File: config.mk
export PLATFORM = sky130hd
export DESIGN_NAME = spi_device_tx
export DESIGN_NICKNAME = d
export VERILOG_FILES = /design/src/rtl/spi_device_tx.sv
export SDC_FILE = /design/constraint.sdc
export NUM_CORES = 1
export LEC_CHECK = 0
export CAP_MARGIN = 20
export CORE_UTILIZATION = 54
export DETAILED_ROUTE_END_ITERATION = 8
export DONT_BUFFER_PORTS = 1
export GPL_TIMING_DRIVEN = 0
export PLACE_DENSITY_LB_ADDON = 0.08
export SYNTH_ARGS = -nofsm -noshare
export SYNTH_HDL_FRONTEND = slang
export SYNTH_SLANG_ARGS = --single-unit
File: constraint.sdc
create_clock -name clk -period 1.5 [get_ports clk]
set_input_delay 0.225 -clock clk [delete_from_list [all_inputs] [get_ports clk]]
set_output_delay 0.225 -clock clk [all_outputs]
set_load 0.02 [all_outputs]
File: src/rtl/spi_device_tx.sv
// Device-side SPI transmitter: shifts words out MSB-first on synchronised sclk_n rises while cs_n is low.
// Pin edge to to_host is 3 clk; tx_ready drops while the one-entry holding buffer is full.
`timescale 1ns/1ps
module spi_device_tx #(
  parameter int             WIDTH     = 8,
  parameter logic [WIDTH-1:0] IDLE_WORD = {WIDTH{1'b1}}
) (
  input  logic             clk,
  input  logic             rst_a,
  input  logic             ena,
  input  logic             sclk_n,
  input  logic             cs_n,
  output logic             to_host,
  input  logic [WIDTH-1:0] tx_data,
  input  logic             tx_valid,
  output logic             tx_ready,
  output logic             frame_done,
  output logic             frame_abort,
  output logic             underrun
);

  localparam int CW = (WIDTH > 1) ? $clog2(WIDTH) : 1;

  typedef enum logic {IDLE, SHIFT} state_t;

  state_t           state;
  logic             sck_meta, sck_sync, sck_prev;
  logic             cs_meta, cs_sync, cs_prev;
  logic [WIDTH-1:0] shift;
  logic [WIDTH-1:0] hold;
  logic             hold_full;
  logic [CW-1:0]    bit_cnt;

  logic             cs_fall, cs_rise, sck_rise;
  logic             last_bit;
  logic             load_req;
  logic [WIDTH-1:0] load_word;

  assign cs_fall  = cs_prev & ~cs_sync;
  assign cs_rise  = ~cs_prev & cs_sync;
  assign sck_rise = ~sck_prev & sck_sync;
  assign last_bit = (bit_cnt == CW'(WIDTH - 1));

  // cs_rise outranks a coincident sck_rise, so a word boundary never reloads on deselect.
  assign load_req  = ((state == IDLE) && cs_fall && ena) ||
                     ((state == SHIFT) && !cs_rise && sck_rise && last_bit);
  assign load_word = hold_full ? hold : IDLE_WORD;
  assign tx_ready  = ~hold_full;

  always_ff @(posedge clk) begin
    if (rst_a) begin
      state       <= IDLE;
      to_host     <= 1'b0;
      hold        <= '0;
      hold_full   <= 1'b0;
      shift       <= '0;
      bit_cnt     <= '0;
      frame_done  <= 1'b0;
      frame_abort <= 1'b0;
      underrun    <= 1'b0;
      sck_meta    <= 1'b1;
      sck_sync    <= 1'b1;
      sck_prev    <= 1'b1;
      cs_meta     <= 1'b1;
      cs_sync     <= 1'b1;
      cs_prev     <= 1'b1;
    end else begin
      sck_meta    <= sclk_n;
      sck_sync    <= sck_meta;
      sck_prev    <= sck_sync;
      cs_meta     <= cs_n;
      cs_sync     <= cs_meta;
      cs_prev     <= cs_sync;
      frame_done  <= 1'b0;
      frame_abort <= 1'b0;
      underrun    <= 1'b0;

      // Accept only into an empty buffer; a load from hold therefore never collides with it.
      if (tx_valid && !hold_full) begin
        hold      <= tx_data;
        hold_full <= 1'b1;
      end

      if (load_req) begin
        shift      <= load_word;
        to_host    <= load_word[WIDTH-1];
        bit_cnt    <= '0;
        state      <= SHIFT;
        frame_done <= (state == SHIFT);
        if (hold_full) hold_full <= 1'b0;
        else           underrun  <= 1'b1;
      end else begin
        case (state)
          IDLE: begin
            to_host <= 1'b0;
          end
          SHIFT: begin
            if (cs_rise) begin
              frame_abort <= (bit_cnt != '0);
              to_host     <= 1'b0;
              bit_cnt     <= '0;
              state       <= IDLE;
            end else if (sck_rise) begin
              shift   <= shift << 1;
              to_host <= shift[WIDTH-2];
              bit_cnt <= bit_cnt + CW'(1);
            end
          end
          default: state <= IDLE;
        endcase
      end
    end
  end

endmodule

Word-level counts from Yosys, hierarchy flattened. Cells that the tools add are included.

Bits in registers: 30. Logic and storage cells: 65. Output and inout bits: 5.

Mux-type cells: 18. Reduce and logical (&&, ||, !) cells: 18. Equality and inequality tests: 3. Add/sub/neg operators: 1. Bitwise gates (word level): 10.

Operators by type and width (count): $mux W7 (4); $mux W1 (10); $mux W8 (1); $not A1 Y1 (7); $logic_and A1 B1 Y1 (6); $mux W3 (2); $reduce_bool A2 Y1 (3); $ne A4 B1 Y1 const B (1); $reduce_or A2 Y1 (2); $reduce_or A4 Y1 (1); $add A3 B1 Y3 const B (1); $and A1 B1 Y1 (3); $eq A3 B3 Y1 const B (1); $reduce_and A3 Y1 (1); $reduce_bool A3 Y1 (1); $logic_not A1 Y1 (2); $ne A2 B1 Y1 const B (1); $pmux W1 S2 (1); $reduce_and A2 Y1 (1); $logic_or A1 B1 Y1 (1).

Depth between registers and ports, before layout. Gate-level depths: netlist (run 1).

Depth in word-level cells: 9. Depth in mapped cells: 6. Depth with buffers taken out: 5.

Worst setup path before layout (run 1). OpenSTA, ideal clock, no wires.

Kind: flip-flop to flip-flop. From: reg bit_cnt[0]. To: reg bit_cnt[0]. Data arrival time: 1.396 ns. Setup slack: 0.031 ns. Period minus slack after synthesis: 1.469 ns. Stages on the path, launching flop included: 6. Path through: dfxtp_1 > ha_1 > ha_1 > clkbuf_1 > a211o_4 > nor3_2.

Longest elaborated chain between the ends: 4. Elaborated cells on any way between the ends: 7. Those cells by class: add/sub (1); eq/ne (1); mux (2); reduce/logical (3).

Ends and longest elaborated chain: start: declaration (line 32) `logic [CW-1:0] bit_cnt;`; start signal: assignment (line 106) `bit_cnt <= bit_cnt + CW'(1);`; branches (longest 4 deep; another with $add A3 B1 Y3).

Several ways; the timed one is not identified. The select of a mux whose other input is x is not followed. A chain may end at the register's enable or synchronous reset.

Worst setup path after layout (run 1).
From: reg state. To: reg shift[1].

Longest elaborated chain between the ends: 6. Elaborated cells on any way between the ends: 12. Those cells by class: eq/ne (1); mux (1); bitwise (1); reduce/logical (9).

Ends and longest elaborated chain: start: declaration (line 26) `state_t state;`; start signal: assignment (line 52) `state <= IDLE;`; start signal: assignment (line 88) `state <= SHIFT;`; start signal: assignment (line 102) `state <= IDLE;`; $logic_and A1 B1 Y1 / $not A1 Y1 (equally long branches); $logic_and A1 B1 Y1 (on tied branches) (2 in series) (line 46, 45); $logic_or A1 B1 Y1 (line 45) `assign load_req = ((state == IDLE) && cs_fall && ena) ||`; $ne A2 B1 Y1 (no source line) / $reduce_bool A2 Y1 (equally long branches); $reduce_and A3 Y1 (no source line); end signal: assignment (line 85) `shift <= load_word;`; end signal: assignment (line 104) `shift <= shift << 1;`; end: declaration (line 29) `logic [WIDTH-1:0] shift;`.

Several ways; a longest one is shown, not always the timed one.

==> impl_metrics.json, run 1 <==
{
  "clock_skew_ps": 11.27,
  "hold_start": "tx_data[0]",
  "dieHeight_um": 49.87,
  "p_leak_nw": 0.5691,
  "ys_ff_latch": 30,
  "die_w_um": 49.87,
  "r2r_slack_ps": 50,
  "gp_congestion": 0.7919,
  "combPwrFrac_pct": 7.8,
  "synth_cells": 141,
  "status": "complete, no violations",
  "track_usage_pct": 22.69,
  "start_util_pct": 60.01,
  "drt-initial-drc-count": 14,
  "cts_buffers": 5,
  "yosysTopAreaCell": "dfxtp_1",
  "io_buffers": 0,
  "nFillCells": 153,
  "worstHoldPathCells": 2,
  "synth_area_um2": 1237,
  "drv_slew": 0,
  "cts_root_buf": "clkbuf_4",
  "vias_per_cell": 5.601,
  "hold_slack_ps": 23.69,
  "wirelength_um": 2542,
  "synth-edff-count": 0,
  "p_seq_share_pct": 52.7,
  "finalHoldViolCount": 0,
  "synth_cell_types": 30,
  "fp-row-count": 16,
  "cts_buffer_depth": 2,
  "async_flop_share_pct": 0,
  "clk_pin_slew_ps": 100,
  "end_kind": "register",
  "ys.warnings.count": 0,
  "rsz0062_at_grt": "no",
  "yosys.area.top_type_share_pct": 48.53,
  "grt_max_degree": 11,
  "dr.pass1.iters": 4,
  "wl_per_cell_um": 13.89,
  "post-route-period-util_pct": 96.79,
  "worst_slew_pin_slew_ps": 494.8,
  "regMostFlops": "hold",
  "crit_required_ps": 1730,
  "largest_register_ffs": 8,
  "grt_pass1_wl_um": 3967,
  "arrival_ps": 1690,
  "final_layout_size_suffix_gt1_share_pct": 26.28,
  "cp-start-kind": "register",
  "ios": 19,
  "worst-setup-path-type": "register to register",
  "clock_sinks": 30,
  "cts_tree": "yes",
  "antenna_found_initial": 0,
  "fin_nets": 172,
  "drv_cap": 0,
  "ys.flop_type": "dfxtp_1",
  "syn_nets": 158,
  "coreArea_um2": 2062,
  "setup_violations": 0,
  "synth.avg_cell_area_um2": 8.776,
  "pwr_density_cell_nw_per_um2": 1078,
  "top_regs": "hold (8), shift (7), bit_cnt (3)",
  "vias": 1025,
  "timing.fmax_mhz": 688.8,
  "finalCriticalPeriod_ps": 1452,
  "ant_nets": 0,
  "clock_latency_ps": 330,
  "r2r_start": "state$_SDFF_PP0_",
  "p_int_w": 0.001217,
  "fin_util_pct": 71.84,
  "p_clk_share_pct": 39.5,
  "slew-limit-headroom_pct": 67.01,
  "dieArea_um2": 2487,
  "rr_worst_depth": 5,
  "grt_pass1_vias": 922,
  "areaGrowthSynthToFinish_pct": 19.72,
  "r2r-end": "shift[1]$_SDFFE_PP0P_",
  "p_sw_share_pct": 23.82,
  "ys_top_cells_by_area": "dfxtp_1 (49%), nand2_1 (7.6%), nor3_1 (5.3%), a21oi_1 (4.0%), o31ai_1 (3.6%)",
  "drc": 0,
  "h-tree-depth": 2,
  "hpwl_um": 1592,
  "overflow": 0,
  "worstHoldPathType": "input pin to register",
  "hold_end": "hold[0]$_SDFFE_PP0P_",
  "ir_drop_v": 0.001194,
  "p_sw_w": 0.0003805,
  "ys_seq_area_share_pct": 48.53,
  "crit_fanout": 10,
  "diodes": 0
}
==> placed cells by master, fill, tap and decap left out, drive strengths merged, types with 2 or more instances in the layout <==
| cell | count |
|---|---|
| dfxtp | 30 |
| nand2 | 25 |
| nor3 | 15 |
| a21oi | 10 |
| nor2 | 9 |
| clkbuf | 9 |
| buf | 8 |
| inv | 6 |
| o31ai | 6 |
| or2 | 6 |
| o21ai | 5 |
| dlygate4sd3 | 3 |
| and3 | 3 |
| ha | 3 |
| nor2b | 2 |
| a22oi | 2 |
| o22ai | 2 |
| clkinv | 2 |
==> layout make-up <==
cell class / instances / area (µm²) / area share [%]
multi-input cells: 97 / 616.8 / 41.64
flip-flops and latches: 30 / 609.3 / 41.13
repair buffers: 8 / 67.56 / 4.561
plain buffers: 7 / 53.80 / 3.632
clock inverters: 3 / 40.04 / 2.703
clock buffers: 5 / 37.54 / 2.534
well taps: 27 / 33.78 / 2.280
inverters: 6 / 22.52 / 1.520
==> synthesized netlist by cell type, types with 2 or more instances <==
cell type / n
a22oi_1: 2
nand2_1: 25
nor2b_1: 2
nor3_1: 13
clkbuf_1: 5
and3_1: 2
o31ai_1: 6
buf_6: 2
dfxtp_1: 30
nor3_2: 2
or2_2: 6
nor2_1: 8
o21ai_0: 3
o22ai_1: 2
a21oi_1: 10
inv_1: 6
o21ai_1: 2
ha_1: 3
==> cell families (layout without fill, tap and decap cells) <==
logic type	count (synthesis)	count (layout)	synth area share [%]
buffers and inverters	14	29	5.764
and+or+nand+nor	65	65	27.00
AOI/OAI and AO/OA	29	29	15.67
adders and majority gates	3	3	3.034
DFF	30	30	48.53
==> layer usage <==
metal,vias to the layer above,GRT usage (%),wire [µm]
li1,509,-,-
met1,463,25.10,1163
met2,42,35.81,1164
met3,11,10.80,150
met4,0,11.90,64
met5,-,0,0
==> metrics by stage <==
step           cell area, µm²  setup TNS, ps  power [W]  setup WS, ps  std cells
4_1_cts                  1423              0   0.001597         12.70        178
5_1_grt                  1481              0   0.001665         2.959        183
3_3_place_gp             1271         -452.1  0.0009614        -111.7        168
6_report                 1481              0   0.001597         48.18        183
3_5_place_dp             1271         -723.6  0.0009658        -139.1        168
2_1_floorplan            1237              0  0.0009425         30.75        141
==> power by group through the flow <==
stage	registers [W]	clock network, W	logic [W]
5_1_grt	0.000845	0.000684	0.000137
2_1_floorplan	0.000855	0	0.0000874
6_report	0.000842	0.000631	0.000125
3_5_place_dp	0.000860	0	0.000106
4_1_cts	0.000842	0.000639	0.000117
3_3_place_gp	0.000859	0	0.000102
==> timing repair <==
item,in CTS,in global routing
resized for setup,12,12
pin swaps,2,3
hold endpoints to repair,2,1
setup buffers,0,5
endpoints found under the setup margin,13,9
hold buffers,2,1
==> how the worst max path moves through the flow <==
| stage | start | end | slack (ps) | cells after the start |
|---|---|---|---|---|
| 6_report | state$_SDFF_PP0_ | shift[1]$_SDFFE_PP0P_ | 50 | 5 |
| 3_3_place_gp | bit_cnt[0]$_SDFFE_PP0P_ | frame_abort$_SDFF_PP0_ | -110 | 5 |
| 2_1_floorplan | bit_cnt[0]$_SDFFE_PP0P_ | bit_cnt[0]$_SDFFE_PP0P_ | 30 | 5 |
| 5_1_grt | state$_SDFF_PP0_ | shift[2]$_SDFFE_PP0P_ | 3 | 6 |
| 3_5_place_dp | bit_cnt[0]$_SDFFE_PP0P_ | bit_cnt[0]$_SDFFE_PP0P_ | -140 | 5 |
| 4_1_cts | hold_full$_SDFF_PP0_ | tx_ready | 10 | 2 |
==> worst max-delay path, cell delays in order, from the launching register on <==
cell and delay [ps]:
dfxtp_2 340, buf_6 130, and4bb_4 220, a311oi_4 430, nand2_1 130, o31ai_1 100
Note: power is estimated with default switching activity, not from simulation.
==> inputs of run 2 (changes only) <==
CORE_MARGIN = 5   (was unset)
PLACE_DENSITY = 0.73   (was unset)
PLACE_DENSITY_LB_ADDON = unset   (was 0.08)
==> impl_metrics.json, run 2 (synthesis gave the netlist of run 1 again) <==
{
  "status": "complete, no violations",
  "grt_busiest_layer": "met2",
  "grt_pass1_vias": 965,
  "r2r_start": "state$_SDFF_PP0_",
  "drt-initial-drc-count": 29,
  "drv_slew": 0,
  "end_kind": "register",
  "cts_root_buf": "clkbuf_4",
  "top_regs": "hold (8), shift (7), bit_cnt (3)",
  "setup_violations": 0,
  "cp-start-kind": "register",
  "hold_end": "hold[5]$_SDFFE_PP0P_",
  "cts_buffer_depth": 2,
  "coreArea_um2": 2191,
  "placed_cells": 169,
  "regMostFlops": "hold",
  "ir_drop_v": 0.0007059,
  "clock_sinks": 30,
  "slew-limit-headroom_pct": 68.84,
  "antenna_found_initial": 0,
  "die_w_um": 57.87,
  "clock_skew_ps": 17.67,
  "areaGrowthSynthToFinish_pct": 19.82,
  "worst_slew_pin_slew_ps": 467.4,
  "clk_pin_slew_ps": 90,
  "worstHoldPathType": "input pin to register",
  "dieArea_um2": 3349,
  "timing.fmax_mhz": 692.1,
  "timing.critical_path.buf_inv": 2,
  "fp-row-count": 17,
  "finalCriticalPeriod_ps": 1445,
  "cp_slowest_cell": "and4bb_4",
  "vias_per_cell": 5.527,
  "final_cell_mix": "dfxtp_1 (26), nand2_1 (25), nor3_1 (13)",
  "rr_worst_depth": 6,
  "p_leak_nw": 0.5701,
  "arrival_ps": 1650,
  "drc": 0,
  "ant_nets": 0,
  "grt_pass1_wl_um": 4112,
  "finalHoldViolCount": 0,
  "h-tree-depth": 2,
  "p_sw_share_pct": 24.78,
  "path_cells": "buf_6 -> and4bb_4 -> buf_6 -> nor2_4 -> nor3_1 -> o31ai_1",
  "r2r-end": "shift[2]$_SDFFE_PP0P_",
  "path_depth": 6,
  "p_int_w": 0.001100,
  "dieHeight_um": 57.87,
  "hold_slack_ps": 35.42,
  "path_common_cell": "buf_6",
  "vias": 1028,
  "crit_fanout": 10,
  "wl_per_cell_um": 13.80,
  "seq_area_um2": 605.6,
  "instances_no_fill": 186,
  "worstHoldPathCells": 2,
  "worst-setup-path-type": "register to register",
  "drv_cap": 0,
  "final_common_cell": "dfxtp_1",
  "start_util_pct": 56.48,
  "p_sw_w": 0.0003625,
  "clock_latency_ps": 330,
  "r2r_slack_ps": 60,
  "pwr_density_cell_nw_per_um2": 986.6,
  "max_stage_delay_ps": 380,
  "post-route-period-util_pct": 96.33,
  "critPathTopFamily": "simple AND/OR/NAND/NOR gates",
  "cts_tree": "yes",
  "p_seq_share_pct": 57.6,
  "track_usage_pct": 15.95,
  "grt_use_met3_pct": 5.345,
  "ios": 19,
  "diodes": 0,
  "combPwrFrac_pct": 8.5,
  "nFillCells": 178,
  "hpwl_um": 1693,
  "use_met1_pct": 18.66,
  "final_layout_size_suffix_gt1_share_pct": 25.95,
  "hold_start": "tx_data[5]",
  "overflow": 0,
  "wirelength_um": 2567,
  "gp_congestion": 0.7722,
  "grt_max_degree": 11,
  "largest_register_ffs": 8,
  "crit_required_ps": 1710,
  "fin_nets": 174,
  "dr.pass1.iters": 4,
  "fin_tns_setup_ps": 0,
  "grt_util_met2_pct": 26.45,
  "io_buffers": 0,
  "multiInputGateArea_um2": 621.8,
  "p_clk_share_pct": 33.9,
  "cts_buffers": 5
}
run 2: changes by cell type in the layout (fill, tap and decap cells not counted), sizes merged:
cell / before / now
buf: 8 / 11
clkbuf: 9 / 11
bufinv: 1 / 0
clkinv: 2 / 1
dlygate4sd3: 3 / 2
run 2: metal layers:
layer  part of all wire [%]  wire length (µm)
met1                     45              1154
met2                     49              1265
met4                   0.82                21
met3                    4.9               125
met5                      0                 0
run 2: area by class of cell:
class                      instances  area share (%)
sequential                        30           40.84
buffer                             8           4.388
clock inverter                     1          0.3376
timing repair buffer               9           4.895
inverter                           6           1.519
multi-input combinational         97           41.94
clock buffer                       7           3.713
tap                               28           2.363
run 2: power by group through the flow:
| stage | clock, W | combinational (W) | sequential [W] |
|---|---|---|---|
| after CTS | 0.000505 | 0.000110 | 0.000842 |
| final | 0.000496 | 0.000124 | 0.000843 |
| after global placement | 0 | 0.000103 | 0.000859 |
| after global routing | 0.000546 | 0.000140 | 0.000847 |
| after detailed placement | 0 | 0.000106 | 0.000860 |
| after floorplan | 0 | 0.0000874 | 0.000855 |
run 2: per-stage QoR:
stage	worst slack, ps	power, W	util (%)	area [µm²]
2_1_floorplan	30.75	0.0009425	-	1237
3_3_place_gp	-116.0	0.0009613	58.08	1272
3_5_place_dp	-145.2	0.0009663	58.08	1272
4_1_cts	0.9909	0.001458	62.94	1379
5_1_grt	-1.073	0.001532	67.68	1483
6_report	55.06	0.001463	67.68	1483
run 2: what timing repair did:
item                                    in CTS  in global routing
endpoints found under the hold margin        2                  0
hold buffers                                 2                  0
gates resized for setup                      7                 15
pin swaps                                    0                  2
endpoints found under the setup margin      13                 12
setup buffers                                0                  7
run 2: how the worst max path moves through the flow:
stage	end	slack, ps	from
6_report	shift[2]$_SDFFE_PP0P_	60	state$_SDFF_PP0_
5_1_grt	shift[2]$_SDFFE_PP0P_	-1	state$_SDFF_PP0_
4_1_cts	shift[5]$_SDFFE_PP0P_	1	state$_SDFF_PP0_
3_5_place_dp	bit_cnt[0]$_SDFFE_PP0P_	-150	bit_cnt[0]$_SDFFE_PP0P_
3_3_place_gp	frame_abort$_SDFF_PP0_	-120	bit_cnt[0]$_SDFFE_PP0P_
2_1_floorplan	bit_cnt[0]$_SDFFE_PP0P_	30	bit_cnt[0]$_SDFFE_PP0P_
